$ cat src/rtl/spm_pkg.sv
// Shared definitions for the serial-parallel multiplier: FSM states,
// counter sizing and the supported operand width range.
package spm_pkg;

  typedef enum logic [1:0] {
    IDLE = 2'd0,
    RUN  = 2'd1,
    DONE = 2'd2
  } spm_state_t;

  localparam int WIDTH_MIN = 2;
  localparam int WIDTH_MAX = 64;

  // Step counter must hold 2*width-1 with a spare bit so it never wraps
  function automatic int cnt_width(input int width);
    return $clog2(2 * width) + 1;
  endfunction

endpackage

$ cat src/rtl/spm_csa_cell.sv
// One carry-save cell of the serial-parallel multiplier. It adds the
// partial-product bit, the sum arriving from the next-higher cell and its
// own stored carry. With tc_en set the partial product is inverted, which
// (together with a one-time correction injected by the top) gives the
// multiplicand MSB its negative two's-complement weight.
module spm_csa_cell
  import spm_pkg::*;
(
  input  logic clk,
  input  logic rst,
  input  logic clr,
  input  logic en,
  input  logic mc_bit,
  input  logic x,
  input  logic sum_in,
  input  logic tc_en,
  output logic sum_q,
  output logic sum_d
);

  logic pp;
  logic carry_q;
  logic carry_d;

  // Full-adder of partial product, incoming sum and stored carry
  always_comb begin
    pp      = tc_en ? ~(mc_bit & x) : (mc_bit & x);
    sum_d   = pp ^ sum_in ^ carry_q;
    carry_d = (pp & sum_in) | (pp & carry_q) | (sum_in & carry_q);
  end

  // Sum and carry flops: cleared on reset or a new accept, updated per step
  always_ff @(posedge clk or posedge rst) begin
    if (rst) begin
      sum_q   <= 1'b0;
      carry_q <= 1'b0;
    end else if (clr) begin
      sum_q   <= 1'b0;
      carry_q <= 1'b0;
    end else if (en) begin
      sum_q   <= sum_d;
      carry_q <= carry_d;
    end
  end

endmodule

$ cat src/rtl/spm_mult_param.sv
// Parametrised signed/unsigned serial-parallel multiplier. The multiplicand
// is held in parallel, the multiplier is shifted out LSB first (sign
// extended in signed mode) for 2*WIDTH steps, and each step one product bit
// leaves the LSB cell and enters the top of the product shift register.
module spm_mult_param #(
  parameter int WIDTH = 32
) (
  input  logic               clk,
  input  logic               rst,
  input  logic               start,
  input  logic               signed_mode,
  input  logic [WIDTH-1:0]   mc,
  input  logic [WIDTH-1:0]   mp,
  output logic               busy,
  output logic               done,
  output logic [2*WIDTH-1:0] p
);
  import spm_pkg::*;

  localparam int PW = 2 * WIDTH;
  localparam int CW = cnt_width(WIDTH);
  localparam logic [CW-1:0] LAST_STEP = CW'(PW - 1);

  if (WIDTH < WIDTH_MIN || WIDTH > WIDTH_MAX) begin : g_bad_width
    $error("spm_mult_param: WIDTH must be within 2..64");
  end

  spm_state_t       state_q;
  spm_state_t       state_d;
  logic [CW-1:0]    cnt_q;
  logic [WIDTH-1:0] mc_q;
  logic [WIDTH-1:0] mp_sr;
  logic             mode_q;
  logic [PW-1:0]    p_q;
  logic             accept;
  logic             run;

  // sum_chain[i] is the registered sum of cell i; the top entry feeds the MSB
  // cell and carries the signed-mode correction on the first step only
  logic [WIDTH:0]   sum_chain;
  logic [WIDTH-1:0] sum_next;
  logic             unused_sums;

  assign accept = start && (state_q == IDLE || state_q == DONE);
  assign run    = (state_q == RUN);
  assign busy   = run;
  assign done   = (state_q == DONE);
  assign p      = p_q;

  assign sum_chain[WIDTH] = mode_q & (cnt_q == '0);
  assign unused_sums      = ^{sum_chain[0], sum_next[WIDTH-1:1]};

  for (genvar i = 0; i < WIDTH; i++) begin : g_cell
    spm_csa_cell u_cell (
      .clk    (clk),
      .rst    (rst),
      .clr    (accept),
      .en     (run),
      .mc_bit (mc_q[i]),
      .x      (mp_sr[0]),
      .sum_in (sum_chain[i+1]),
      .tc_en  ((i == WIDTH - 1) ? mode_q : 1'b0),
      .sum_q  (sum_chain[i]),
      .sum_d  (sum_next[i])
    );
  end

  // State register
  always_ff @(posedge clk or posedge rst) begin
    if (rst) state_q <= IDLE;
    else     state_q <= state_d;
  end

  // Next-state logic: start is only honoured in IDLE or DONE
  always_comb begin
    state_d = state_q;
    case (state_q)
      IDLE:    if (start) state_d = RUN;
      RUN:     if (cnt_q == LAST_STEP) state_d = DONE;
      DONE:    state_d = start ? RUN : IDLE;
      default: state_d = IDLE;
    endcase
  end

  // Operand capture on accept, then per-step counter, multiplier shift and product shift
  always_ff @(posedge clk or posedge rst) begin
    if (rst) begin
      cnt_q  <= '0;
      mc_q   <= '0;
      mp_sr  <= '0;
      mode_q <= 1'b0;
      p_q    <= '0;
    end else if (accept) begin
      cnt_q  <= '0;
      mc_q   <= mc;
      mp_sr  <= mp;
      mode_q <= signed_mode;
    end else if (run) begin
      cnt_q  <= cnt_q + CW'(1);
      mp_sr  <= {mode_q & mp_sr[WIDTH-1], mp_sr[WIDTH-1:1]};
      p_q    <= {sum_next[0], p_q[PW-1:1]};
    end
  end

endmodule
$ cat config.mk
export PLATFORM = sky130hd
export DESIGN_NAME = spm_mult_param
export DESIGN_NICKNAME = d
export VERILOG_FILES = /design/src/rtl/spm_pkg.sv /design/src/rtl/spm_csa_cell.sv /design/src/rtl/spm_mult_param.sv
export SDC_FILE = /design/constraint.sdc
export NUM_CORES = 1
export LEC_CHECK = 0
export BUFFER_PORTS_ARGS = -buffer_cell sky130_fd_sc_hd__buf_2
export CAP_MARGIN = 20
export CORE_ASPECT_RATIO = 0.7
export CORE_MARGIN = 1.5
export CORE_UTILIZATION = 35
export DETAILED_ROUTE_END_ITERATION = 8
export GPL_ROUTABILITY_DRIVEN = 0
export SETUP_SLACK_MARGIN = 0.5
export SLEW_MARGIN = 20
export SYNTH_ARGS = -nofsm -noshare
export SYNTH_HDL_FRONTEND = slang
export SYNTH_SLANG_ARGS = --single-unit
$ cat constraint.sdc
create_clock -name clk -period 5.26 [get_ports clk]
set_input_delay 0.263 -clock clk [delete_from_list [all_inputs] [get_ports clk]]
set_output_delay 0.263 -clock clk [all_outputs]
set_load 0.005 [all_outputs]
==> impl_metrics.csv, run 1 <==
group,metric,value,unit
clock_tree,cts_buffers,22,
drt,wirelength,18440,µm
global_routing,antenna_found_initial,0,
drt,drt_iter0_drc,382,
synthesis,synth_xor_area_share,0.1030,%
synthesis,synth_area_leaders,"dfrtp_1 (59%), nand2_1 (15%), fa_1 (7.5%)",
synthesis,synth_cell_types,32,
status,status,"complete, no violations",
synthesis,yosysWarnings,0,
timing,period_share,51.09,%
global_routing,track_usage,15.17,%
clock_tree,cts_setup_buffers,0,
placed_design,dpl_cell_area,0.009409,mm²
placed_design,dp_hpwl,10900,µm
clock_tree,cts_root_buf,"clkbuf_16",
synthesis,synth_top_family_by_area,"simple AND/OR/NAND/NOR gates",
run,maxCapViolCount,0,
critical_path,slowest_delay,570,ps
layout,finish.instance_area,0.01046,mm²
synthesis,synthTopCellsByCount,"nand2_1 (330), dfrtp_1 (201), o22ai_1 (90)",
synthesis,synth.cell_area,0.008506,mm²
power_and_ir_drop,power.leakage,4.991,nW
global_routing,grt_max_degree,92,
clock_tree,htree_levels,1,
synthesis,syn_area_per_cell,9.777,µm²
floorplanning,core_area,0.02376,mm²
clock_tree,cts.reportedPaths.clkPinSlew,60,ps
floorplanning,die-area,0.02526,mm²
timing,skew,10.15,ps
synthesis,synth_fa_ha_area_share,7.826,%
global_routing,grtUsageMet2,22.37,%
timing,final_max_slew_viol_count,0,
critical_path,path_cells,"nand2b_4, clkinv_2, buf_4, buf_2",
drt,drc,0,
synthesis,synth_edf_count,0,
floorplanning,die_y,133.4,µm
placed_design,dp_worst_setup_slack,2778,ps
timing,min_period,2688,ps
layout,fillers,2328,
timing,relSlewSlack,35.31,%
timing,hold_viol_final,0,
drt,num_vias,6122,
synthesis,ys_seq_elements,201,
synthesis,syn_inst,870,
global_routing,use_met1,22.39,%
synthesis,synth_most_common_cell,"nand2_1",
synthesis,synth.largest_area_cell,"dfrtp_1",
critical_path,path_max_fanout,55,
timing,setup_violations,0,
critical_path,cpLargestDelayFamily,"buffers and inverters",
global_routing,grt_use_met3,4.294,%
synthesis,yosys.area.top_type_share,59.14,%
critical_path,setup.worst_path.end_class,"primary output",
critical_path,crit_type,"reg -> out",
clock_tree,cts_tree,"yes",
drt,detail_route.wl_per_cell,13.71,µm
placed_design,portBuffers,133,
synthesis,muxShareOfSynthArea,0.6031,%
critical_path,crit_path_start_kind,"flop",
critical_path,crit_buf_inv,3,
critical_path,worstPathRequired,5000,ps
layout,syn2layout_area_growth,22.96,%
timing,worst_pin_slew,970.4,ps
floorplanning,start_util,35.80,%
global_routing,grt-ovfl-total,0,
timing,whs,28.88,ps
drt,postRouteAntennaNets,0,
min_path,hp-class,"in -> reg",
synthesis,ys_seq_area_share,59.14,%
layout,nets,1119,
clock_tree,cts_sinks,201,
floorplanning,die_w,189.3,µm
global_routing,grt.busiest_layer,"met1",
synthesis,synth_fp_nets,972,
critical_path,arrival,2420,ps
global_routing,grt_pass1_wl,31770,µm
power_and_ir_drop,p_total,3.371,mW
timing,fin_tns_setup,0,ps
synthesis,yosys.area_share.simple,19.04,%
drt,via_per_inst,4.552,
power_and_ir_drop,power-per-cell-area,322.3,mW/mm²
floorplanning,io_pins,134,
layout,n_antenna_cell,0,
synthesis,async_flop_share,100.0,%
synthesis,ys.flop_type,"dfrtp_1",
timing,max_freq,0.3721,GHz
timing,rsz0062_at_grt,"false",
drt,first_pass_iters,4,
critical_path,cp_slowest_cell,"clkinv_2",
power_and_ir_drop,ir_drop,0.1771,mV
floorplanning,std_cell_rows,47,
clock_tree,clock_path_buffers,3,
synthesis,synth_compound_area_share,7.414,%
global_routing,grt_pass1_vias,6284,
timing,finalWorstSetupSlack,2572,ps
clock_tree,insertion_delay,490,ps
layout,drive_gt1_share,17.62,%
-- cell usage in the layout, fill, tap and decap left out, types with 2 or more instances in the layout --
cell           instances
clkbuf_8               5
clkbuf_16             23
dfrtp_1              201
nand2_1              329
inv_1                 62
o22ai_1               90
ha_1                   2
buf_2                133
clkinv_2               2
buf_4                 10
nand4_1                3
fa_1                  32
nor3_1                31
a22o_1                 2
nor2_1                33
o21ai_0                5
dlygate4sd3_1         35
mux2i_1                4
clkbuf_1               3
-- worst register-to-register path, cell delays in order (launching register included) --
cell and delay, ps:
dfrtp_1 450, nand2b_4 110, buf_4 710, buf_4 780
o22ai_1 180, nor2_1 130
-- state kept, by name, indices dropped and copies added (netlist names) --
name                   cells
g_cell.u_cell.sum_q       31
mode_q                     1
mp_sr                     32
p                         64
cnt_q                      7
mc_q                      32
state_q                    2
g_cell.u_cell.carry_q     32
-- power breakdown --
group	internal (mW)	switching, mW	total (mW)
sequential	1.62	0.0397	1.66
clock	0.907	0.587	1.49
combinational	0.102	0.116	0.217
total	2.63	0.742	3.37
-- layout make-up --
type / instances / area (µm²) / area share (%)
Clock buffer: 31 / 655.6 / 6.269
Tap cell: 318 / 397.9 / 3.804
Sequential cell: 201 / 5030 / 48.09
Timing Repair Buffer: 178 / 1091 / 10.43
Clock inverter: 3 / 43.79 / 0.4187
Multi-Input combinational cell: 550 / 2995 / 28.64
Inverter: 64 / 245.2 / 2.345
-- worst paths after layout --
check / start / endpoint / slack, ps / cells after the start
max: state_q[0] / busy / 2570 / 4
min: mp[6] / mp_sr[6] / 30 / 3
max reg2reg: state_q[0] / mp_sr[1] / 2840 / 5
min reg2reg: mc_q[30] / mc_q[30] / 470 / 2
max in group asynchronous: rst / p[50] / 3420 / 4
min in group asynchronous: rst / mp_sr[5] / 450 / 3
-- through the flow --
step,instances,utilization [%]
finish,1345,44.02
CTS,1345,44.02
global placement,1276,39.60
floorplan,870,-
global route,1345,44.02
detailed placement,1276,39.60
-- cells by family after synthesis --
group	Yosys count
buffers and inverters	119
xor gates and xnor gates	1
and+or+nand+nor	409
AOI/OAI and AO/OA	101
DFF	201
muxes	5
adders and majority gates	34
-- layer usage --
layer	vias to the layer above	wire (µm)
li1	3070	-
met1	2914	9237
met2	117	7816
met3	21	1120
met4	0	261
met5	-	0
-- timing repair --
item | 4_1_cts | 5_1_grt
hold endpoints to repair | 65 | 0
hold buffers | 35 | 0
resized for setup | 0 | 0
(Power assumes the default switching activity.)
==> run 2: changes to the inputs <==
clock period = 2.5 ns   (was 5.26 ns; I/O delays follow)
==> impl_metrics.csv, run 2 (synthesis results as in run 1) <==
group,metric,value,unit
global_routing,grt_max_degree,80,
floorplanning,std_cell_rows,47,
clock_tree,cts_sinks,201,
timing,final_max_slew_viol_count,0,
timing,relSlewSlack,41.63,%
timing,rsz0062_at_grt,"false",
min_path,hp-class,"in -> reg",
global_routing,grt-ovfl-total,0,
clock_tree,cts_root_buf,"clkbuf_16",
floorplanning,die_w,189.3,µm
timing,finalWorstSetupSlack,711.9,ps
clock_tree,cts.reportedPaths.clkPinSlew,60,ps
critical_path,crit_path_start_kind,"flop",
drt,postRouteAntennaNets,0,
critical_path,r2r_setup_slack,750,ps
critical_path,r2r-end,"g_cell[31].u_cell.sum_q",
timing,setup_violations,0,
drt,drt_iter0_drc,389,
global_routing,antenna_found_initial,0,
layout,multi_input_area,0.002995,mm²
drt,drc,0,
floorplanning,die_y,133.4,µm
drt,detail_route.wl_per_cell,13.91,µm
clock_tree,insertion_delay,490,ps
global_routing,track_usage,15.61,%
layout,final_cells,1381,
layout,syn2layout_area_growth,27.48,%
run,maxCapViolCount,0,
placed_design,placed_cells,1280,
critical_path,worstPathRequired,2380,ps
timing,min_period,1788,ps
timing,period_share,71.53,%
drt,wirelength,19220,µm
timing,skew,11.84,ps
floorplanning,start_util,35.80,%
power_and_ir_drop,power-per-cell-area,641.4,mW/mm²
layout,nets,1153,
critical_path,setup.worst_path.end_class,"primary output",
layout,drive_gt1_share,17.22,%
clock_tree,clock_path_buffers,3,
global_routing,grt_pass1_vias,6601,
critical_path,worstRegToRegCells,7,
timing,whs,118.2,ps
global_routing,grt_pass1_wl,32620,µm
min_path,holdPathStages,4,
floorplanning,core_area,0.02376,mm²
placed_design,dpl_cell_area,0.009539,mm²
status,status,"complete, no violations",
layout,layout_common_cells,"nand2_1 (329), dfrtp_1 (201), buf_2 (133), o22ai_1 (90), dlygate4sd3_1 (66)",
layout,final_common_cell,"nand2_1",
placed_design,dp_hpwl,11760,µm
critical_path,arrival,1660,ps
critical_path,path_max_fanout,41,
clock_tree,cts_buffers,21,
power_and_ir_drop,ir_drop,0.4449,mV
power_and_ir_drop,p_total,6.954,mW
layout,fillers,2293,
layout,largest_reg_flops,64,
timing,max_freq,0.5592,GHz
critical_path,r2r-start,"cnt_q[0]",
floorplanning,die-area,0.02526,mm²
layout,n_antenna_cell,0,
floorplanning,io_pins,134,
drt,via_per_inst,4.622,
drt,num_vias,6383,
clock_tree,cts_tree,"yes",
critical_path,crit_start,"state_q[0]",
critical_path,crit_type,"reg -> out",
drt,first_pass_iters,4,
timing,hold_viol_final,0,
critical_path,cp-endpoint,"busy",
layout,ff_latch_area,0.005030,mm²
timing,worst_pin_slew,875.5,ps
power_and_ir_drop,power.leakage,5.150,nW
placed_design,dp_worst_setup_slack,745.2,ps
placed_design,portBuffers,133,
layout,finish.instance_area,0.01084,mm²
clock_tree,htree_levels,1,
-- run 2: changes by cell type in the layout (fill, tap and decap cells not counted), sizes merged --
| cell | delta |
|---|---|
| buf | +4 |
| clkbuf | -1 |
| clkinv | +1 |
| dlygate4sd3 | +31 |
| inv | +1 |
-- run 2: per-stage QoR --
step / utilization [%] / TNS [ps]
finish: 45.64 / 0
global route: 45.64 / 0
CTS: 45.64 / 0
detailed placement: 40.15 / 0
global placement: 40.15 / 0
floorplan: - / -45690
-- run 2: cell type report --
class,instances,area share [%]
sequential,201,46.39
clock buffer,30,5.435
clock inverter,5,0.4962
inverter,64,2.262
timing repair buffer,213,14.12
tap,318,3.670
multi-input combinational,550,27.63
-- run 2: worst min path at each step --
| stage | start | endpoint | slack, ps |
|---|---|---|---|
| after global routing | start | mc_q[5] | 120 |
| after floorplan | mc[0] | mc_q[0] | 230 |
| final | start | mc_q[6] | 120 |
| after detailed placement | rst | mc_q[28] | 270 |
| after global placement | rst | mc_q[28] | 270 |
| after CTS | start | mc_q[3] | 100 |
-- run 2: critical path, cell delays in order, from the launching register on --
cell	delay, ps
dfrtp_1	440
nand2b_4	130
clkinv_2	190
buf_12	240
buf_2	150
-- run 2: metal layers --
| layer | up-vias | track usage [%] | wire length, µm |
|---|---|---|---|
| met4 | 0 | 3.704 | 376 |
| met1 | 3071 | 21.69 | 9186 |
| met2 | 144 | 24.41 | 8434 |
| li1 | 3138 | - | - |
| met3 | 30 | 4.215 | 1218 |
| met5 | - | 0 | 0 |
-- run 2: what timing repair did --
item | 4_1_cts | 5_1_grt
buffers inserted | 0 | 0
endpoints found under the hold margin | 88 | 0
hold buffers | 66 | 0
gates resized for setup | 0 | 0
-- run 2: report_power, final --
group / internal, mW / switching [mW]
Combinational: 0.252 / 0.252
Clock: 1.74 / 1.22
Sequential: 3.41 / 0.0858
Total: 5.39 / 1.56
